## config.mk

```make
export PLATFORM = sky130hd
export DESIGN_NAME = dmac_wrr_arbiter
export DESIGN_NICKNAME = d
export VERILOG_FILES = /design/src/rtl/dmac_wrr_arbiter.sv
export SDC_FILE = /design/constraint.sdc
export NUM_CORES = 1
export LEC_CHECK = 0
export CAP_MARGIN = 20
export CELL_PAD_IN_SITES_DETAIL_PLACEMENT = 1
export CELL_PAD_IN_SITES_GLOBAL_PLACEMENT = 2
export CORE_MARGIN = 4
export CORE_UTILIZATION = 18
export CTS_BUF_LIST = sky130_fd_sc_hd__clkbuf_4 sky130_fd_sc_hd__clkbuf_8
export CTS_CLUSTER_DIAMETER = 60
export DETAILED_ROUTE_END_ITERATION = 10
export HOLD_SLACK_MARGIN = 0.12
export PLACE_DENSITY_LB_ADDON = 0.15
export SYNTH_ARGS = -nofsm -noshare
export SYNTH_HDL_FRONTEND = slang
export SYNTH_SLANG_ARGS = --single-unit
export TNS_END_PERCENT = 5
```

## constraint.sdc

```tcl
create_clock -name clk -period 6.8 [get_ports clk]
set_input_delay 2.04 -clock clk [delete_from_list [all_inputs] [get_ports clk]]
set_output_delay 2.04 -clock clk [all_outputs]
set_load 0.01 [all_outputs]
```

## src/rtl/dmac_wrr_arbiter.sv

```systemverilog
//-----------------------------------------------------------------------------
// dmac_wrr_arbiter
//
// N-master to 1 weighted round-robin arbiter for the DMAC data path.
// Each grant gives the winning master a quantum of beats (its programmed
// weight, 0 counting as 1). A packet delimited by src_last_i is never split:
// once a packet is open the owner keeps the port until its last beat, even
// if the quantum ran out. Accepted beats go through one registered output
// stage tagged with the index of the master that sourced them.
//
// Ports
//   clk          : clock, all logic on the rising edge
//   rst          : synchronous active-high reset
//   weight_i     : per-master quantum in beats (sampled at each new grant)
//   src_valid_i  : per-master beat available
//   src_ready_o  : per-master beat accepted this cycle (combinational)
//   src_data_i   : per-master beat data
//   src_last_i   : per-master final-beat-of-packet flag
//   dst_valid_o  : output beat valid (registered)
//   dst_ready_i  : downstream accepts the output beat
//   dst_data_o   : output beat data (registered)
//   dst_last_o   : output beat last flag (registered)
//   dst_id_o     : index of the master that sourced the beat (registered)
//-----------------------------------------------------------------------------
module dmac_wrr_arbiter #(
    parameter  int N_MASTER  = 4,
    parameter  int DATA_SIZE = 32,
    parameter  int WEIGHT_W  = 4,
    localparam int ID_W      = $clog2(N_MASTER)
) (
    input  logic                 clk,
    input  logic                 rst,
    input  logic [WEIGHT_W-1:0]  weight_i    [N_MASTER],
    input  logic [N_MASTER-1:0]  src_valid_i,
    output logic [N_MASTER-1:0]  src_ready_o,
    input  logic [DATA_SIZE-1:0] src_data_i  [N_MASTER],
    input  logic [N_MASTER-1:0]  src_last_i,
    output logic                 dst_valid_o,
    input  logic                 dst_ready_i,
    output logic [DATA_SIZE-1:0] dst_data_o,
    output logic                 dst_last_o,
    output logic [ID_W-1:0]      dst_id_o
);

    localparam logic [WEIGHT_W-1:0] CREDIT_ZERO = {WEIGHT_W{1'b0}};
    localparam logic [WEIGHT_W-1:0] CREDIT_ONE  = WEIGHT_W'(1);

    // Index addition modulo N_MASTER; off is always below N_MASTER, so a
    // single conditional subtract is enough (also correct for non-power-of-2 N).
    function automatic logic [ID_W-1:0] wrap_add(input logic [ID_W-1:0] base,
                                                 input int              off);
        int sum;
        sum = int'(base) + off;
        if (sum >= N_MASTER) begin
            sum = sum - N_MASTER;
        end else begin
            sum = sum;
        end
        return ID_W'(sum);
    endfunction

    // Arbitration state
    logic [ID_W-1:0]      owner_r;
    logic [WEIGHT_W-1:0]  credit_r;
    logic                 locked_r;
    logic [ID_W-1:0]      ptr_r;

    // Output stage
    logic                 dst_valid_r;
    logic [DATA_SIZE-1:0] dst_data_r;
    logic                 dst_last_r;
    logic [ID_W-1:0]      dst_id_r;

    // Combinational decode
    logic                 load_en_s;
    logic                 owner_valid_s;
    logic                 hold_s;
    logic                 forfeit_s;
    logic [ID_W-1:0]      start_s;
    logic                 search_hit_s;
    logic [ID_W-1:0]      search_id_s;
    logic                 grant_s;
    logic [ID_W-1:0]      grant_id_s;
    logic [WEIGHT_W-1:0]  grant_weight_s;
    logic [WEIGHT_W-1:0]  credit_after_s;
    logic [ID_W-1:0]      ptr_after_forfeit_s;
    logic                 grant_last_s;

    // Next-state values
    logic [ID_W-1:0]      owner_nxt_s;
    logic [WEIGHT_W-1:0]  credit_nxt_s;
    logic                 locked_nxt_s;
    logic [ID_W-1:0]      ptr_nxt_s;
    logic                 dst_valid_nxt_s;
    logic [DATA_SIZE-1:0] dst_data_nxt_s;
    logic                 dst_last_nxt_s;
    logic [ID_W-1:0]      dst_id_nxt_s;

    // The output stage can take a new beat when empty or being drained.
    assign load_en_s     = !dst_valid_r || dst_ready_i;
    assign owner_valid_s = src_valid_i[owner_r];
    // The owner keeps the port while its packet is open, or while it still
    // has quantum left and keeps offering beats.
    assign hold_s        = locked_r || ((credit_r != CREDIT_ZERO) && owner_valid_s);
    // Owner went idle between packets with quantum left: it gives the rest
    // up and the search starts just past it in this same cycle.
    assign forfeit_s     = !hold_s && (credit_r != CREDIT_ZERO);
    assign ptr_after_forfeit_s = forfeit_s ? wrap_add(owner_r, 1) : ptr_r;
    assign start_s       = ptr_after_forfeit_s;

    // Round-robin search: first valid master at or after start_s (cyclic).
    always_comb begin
        search_hit_s = 1'b0;
        search_id_s  = {ID_W{1'b0}};
        for (int k = 0; k < N_MASTER; k++) begin
            search_id_s  = (!search_hit_s && src_valid_i[wrap_add(start_s, k)])
                           ? wrap_add(start_s, k) : search_id_s;
            search_hit_s = search_hit_s || src_valid_i[wrap_add(start_s, k)];
        end
    end

    // Winner selection; nothing is granted in reset or while the output stalls.
    always_comb begin
        grant_s    = 1'b0;
        grant_id_s = owner_r;
        if (rst || !load_en_s) begin
            grant_s    = 1'b0;
            grant_id_s = owner_r;
        end else if (hold_s) begin
            // While locked, a missing owner beat blocks everyone else.
            grant_s    = owner_valid_s;
            grant_id_s = owner_r;
        end else begin
            grant_s    = search_hit_s;
            grant_id_s = search_id_s;
        end
    end

    // One-hot ready toward the winning master.
    always_comb begin
        src_ready_o = {N_MASTER{1'b0}};
        for (int i = 0; i < N_MASTER; i++) begin
            src_ready_o[i] = grant_s && (grant_id_s == ID_W'(i));
        end
    end

    assign grant_weight_s = weight_i[grant_id_s];
    assign grant_last_s   = src_last_i[grant_id_s];

    // Remaining quantum after this beat: a held grant burns one beat
    // (saturating, since a locked packet may outrun its quantum); a new
    // grant reloads from the weight, with weight 0 behaving as 1.
    always_comb begin
        credit_after_s = CREDIT_ZERO;
        if (hold_s) begin
            credit_after_s = (credit_r == CREDIT_ZERO) ? CREDIT_ZERO : (credit_r - CREDIT_ONE);
        end else begin
            credit_after_s = (grant_weight_s == CREDIT_ZERO) ? CREDIT_ZERO
                                                             : (grant_weight_s - CREDIT_ONE);
        end
    end

    // Next-state for arbitration state and output stage.
    always_comb begin
        owner_nxt_s     = owner_r;
        credit_nxt_s    = credit_r;
        locked_nxt_s    = locked_r;
        ptr_nxt_s       = ptr_r;
        dst_valid_nxt_s = dst_valid_r;
        dst_data_nxt_s  = dst_data_r;
        dst_last_nxt_s  = dst_last_r;
        dst_id_nxt_s    = dst_id_r;
        if (load_en_s) begin
            if (grant_s) begin
                dst_valid_nxt_s = 1'b1;
                dst_data_nxt_s  = src_data_i[grant_id_s];
                dst_last_nxt_s  = grant_last_s;
                dst_id_nxt_s    = grant_id_s;
                owner_nxt_s     = grant_id_s;
                locked_nxt_s    = !grant_last_s;
                credit_nxt_s    = credit_after_s;
                // Quantum spent on a packet boundary: move on past this master.
                ptr_nxt_s       = ((credit_after_s == CREDIT_ZERO) && grant_last_s)
                                  ? wrap_add(grant_id_s, 1) : ptr_after_forfeit_s;
            end else begin
                // Drained with nothing to replace it; payload fields hold.
                dst_valid_nxt_s = 1'b0;
                credit_nxt_s    = forfeit_s ? CREDIT_ZERO : credit_r;
                ptr_nxt_s       = ptr_after_forfeit_s;
            end
        end else begin
            // Output stalled: everything frozen.
            dst_valid_nxt_s = dst_valid_r;
            credit_nxt_s    = credit_r;
        end
    end

    // State and output registers with synchronous reset.
    always_ff @(posedge clk) begin
        if (rst) begin
            owner_r     <= {ID_W{1'b0}};
            credit_r    <= CREDIT_ZERO;
            locked_r    <= 1'b0;
            ptr_r       <= {ID_W{1'b0}};
            dst_valid_r <= 1'b0;
            dst_data_r  <= {DATA_SIZE{1'b0}};
            dst_last_r  <= 1'b0;
            dst_id_r    <= {ID_W{1'b0}};
        end else begin
            owner_r     <= owner_nxt_s;
            credit_r    <= credit_nxt_s;
            locked_r    <= locked_nxt_s;
            ptr_r       <= ptr_nxt_s;
            dst_valid_r <= dst_valid_nxt_s;
            dst_data_r  <= dst_data_nxt_s;
            dst_last_r  <= dst_last_nxt_s;
            dst_id_r    <= dst_id_nxt_s;
        end
    end

    assign dst_valid_o = dst_valid_r;
    assign dst_data_o  = dst_data_r;
    assign dst_last_o  = dst_last_r;
    assign dst_id_o    = dst_id_r;

endmodule

```

==> impl_metrics.json <==
{
  "maxSlewViolCount": 0,
  "cpMaxStageDelayCell": "mux4_2",
  "drt_iter0_markers": 130,
  "grt_overflow": 0,
  "grt_first_pass_wirelength_um": 23420,
  "cp-startpoint": "src_valid_i[2]",
  "wl_um": 15000,
  "place_congestion": 0.8167,
  "ios": 195,
  "layout_setup_ws_ns": 0.04079,
  "yosys.cell_types.count": 60,
  "cpMostUsedCell": "buf_4",
  "synth_fp_nets": 583,
  "grt_usage_pct": 14.49,
  "worstPathMaxFanout": 6,
  "whs_ns": 0.4628,
  "min_from": "dst_data_o[18]$_SDFFE_PP0P_",
  "crit_chain": "clkdlybuf4s50_1 -> mux4_2 -> buf_4 -> buf_4 -> o31a_1 -> a2111oi_4 -> o221ai_2 -> nand3_4 -> inv_4 -> ha_1 -> and2_1 -> clkbuf_2",
  "slowest_delay_ns": 0.49,
  "cts_buffers": 5,
  "cts-root-buf": "clkbuf_8",
  "ys.flop_type": "dfxtp_1",
  "numClockSinks": 43,
  "fin_nets": 791,
  "dp_cells": 844,
  "placementRows": 48,
  "async_flop_share_pct": 0,
  "worstSetupStartpointType": "input pin",
  "ys_seq_area_share_pct": 26.65,
  "run_status": "complete, no violations",
  "clock_latency_ns": 0.31,
  "ir_worst_vdd_mv": 0.1459,
  "drt_first_pass_iters": 4,
  "synthTopCellsByArea": "dfxtp_1 27%, mux2i_1 12%, nand2_1 10%",
  "rsz0062_at_grt": "yes",
  "final_cells": 855,
  "synth_top_cell_by_area": "dfxtp_1",
  "die_y_um": 142.0,
  "layout_worst_path_cycle_share_pct": 99.40,
  "vias": 3980,
  "fin_crit_ns": 6.759,
  "dieWidth_um": 142.0,
  "r2r-start": "credit_r[0]$_SDFFE_PP0P_",
  "syn_area_um2": 3231,
  "clkTransAtPathRegs_ns": 0.09,
  "io_buffers": 194,
  "maxSlewHeadroom_pct": 32.30,
  "power_density_nw_per_um2": 411.4,
  "synth_top_area_share_pct": 26.65,
  "dp_hpwl_um": 11970,
  "avgSynthCellArea_um2": 7.674,
  "drc": 0,
  "ys_ff_latch": 43,
  "synth_cells": 421,
  "detail-route-antenna-nets": 0,
  "cts_tree": "built",
  "detailedPlace.worstSlack_ns": -0.2939,
  "start_util_pct": 18.55,
  "synth_edf_count": 0,
  "p_leak_nw": 2.300,
  "drive_above_1_share_pct": 11.27,
  "wl_per_cell_um": 17.54,
  "clockBufferDepth": 2,
  "yosys_warnings": 0,
  "areaGrowthSynthToFinish_pct": 76.26,
  "setup_viol": 0,
  "grt_pass1_vias": 4252,
  "hold_class": "reg2reg",
  "core_um2": 17420,
  "antenna_found_initial": 0,
  "hold_viol": 0,
  "cp.required_ns": 4.76,
  "utilization_pct": 32.69,
  "routed_via_density": 4.655,
  "synth_commonest_cells": "89 x nand2_1, 43 x dfxtp_1, 41 x a21oi_1",
  "worst_slew_pin_slew_ns": 1.016,
  "die_area_um2": 20160,
  "diodes": 0,
  "grt_max_degree": 50,
  "crit_arrival_ns": 4.72,
  "htreeDepth": 2,
  "synth_most_common_cell": "nand2_1",
  "path_class": "in2out",
  "max_freq_mhz": 147.9,
  "end_kind": "output pin",
  "maxCapViolCount": 0,
  "skew_ns": 0.01478
}
critical path: cells and delay by family:
kind / cells / cell delay (ns)
buffers and inverters: 5 / 0.92
AO/OA/AOI/OAI: 3 / 0.76
multiplexers: 1 / 0.49
AND/OR/NAND/NOR: 2 / 0.32
adder cells (fa/ha/maj): 1 / 0.18
area by class of cell:
type / instances / area [µm²]
Clock inverter: 2 / 12.51
Tap cell: 225 / 281.5
Clock buffer: 6 / 76.32
Timing Repair Buffer: 233 / 2213
Fill cell: 2047 / 11720
Inverter: 12 / 50.05
Sequential cell: 43 / 860.8
Multi-Input combinational cell: 334 / 2200
cell families after synthesis:
group,count (synthesis),synth area share [%]
multiplexers,44,14.60
XOR/XNOR,3,0.8135
flip-flops,43,26.65
AND/OR/NAND/NOR,166,23.94
buffers and inverters,44,6.080
AO/OA/AOI/OAI,114,25.21
adder cells (fa/ha/maj),7,2.711
report_power, final:
part | total (mW) | internal, mW | switching [mW]
registers | 0.436 | 0.352 | 0.0834
clock network | 0.172 | 0.0760 | 0.0960
logic | 1.73 | 0.798 | 0.936
total | 2.34 | 1.23 | 1.12
through the flow:
| step | power [mW] | setup TNS [ns] | cell area, µm² |
|---|---|---|---|
| 6_report | 2.342 | 0 | 5694 |
| 5_1_grt | 2.572 | -0.08580 | 5694 |
| 4_1_cts | 2.361 | -0.06712 | 5658 |
| 3_5_place_dp | 2.178 | -1.045 | 5570 |
| 3_3_place_gp | 2.163 | -0.8957 | 5570 |
| 2_1_floorplan | 1.473 | 0 | 3231 |
cell usage in the layout (no fill, tap or decap), types with 9 or more instances in the layout:
cell type and instances:
and3_1 15, a21oi_1 41, clkdlybuf4s50_1 189, inv_1 9, a311o_1 16, dfxtp_1 43, nor2_1 29, o22ai_1 20
mux2i_1 40, nand2_1 89, buf_4 38
metal layers:
metal	vias to the layer above	global-route usage (%)	part of all wire, %
met2	123	24.81	49
met3	9	4.503	6.8
met5	-	0	0
met1	1902	17.95	43
met4	0	3.131	1.2
li1	1946	-	-
final timing paths:
check                                                    to  slack [ns]  cells past startpoint
worst max register to register        ptr_r[0]$_SDFFE_PP0N_        2.09                     19
worst max-delay path                         src_ready_o[3]        0.04                     12
worst min register to register  dst_data_o[18]$_SDFFE_PP0P_        0.46                      2
worst min-delay path            dst_data_o[18]$_SDFFE_PP0P_        0.46                      2
registers in the layout, summed over array words and instances (netlist names):
signal / cells
dst_last_o: 1
locked_r: 1
owner_r: 2
dst_data_o: 32
dst_valid_o: 1
ptr_r: 2
credit_r: 4
timing repair:
action / 4_1_cts / 5_1_grt
pin swaps: 0 / 3
setup endpoints to repair: 4 / 4
buffers inserted: 0 / 3
resized for setup: 7 / 13
hold buffers: 0 / 0
Power figures use the tool's default switching activity.
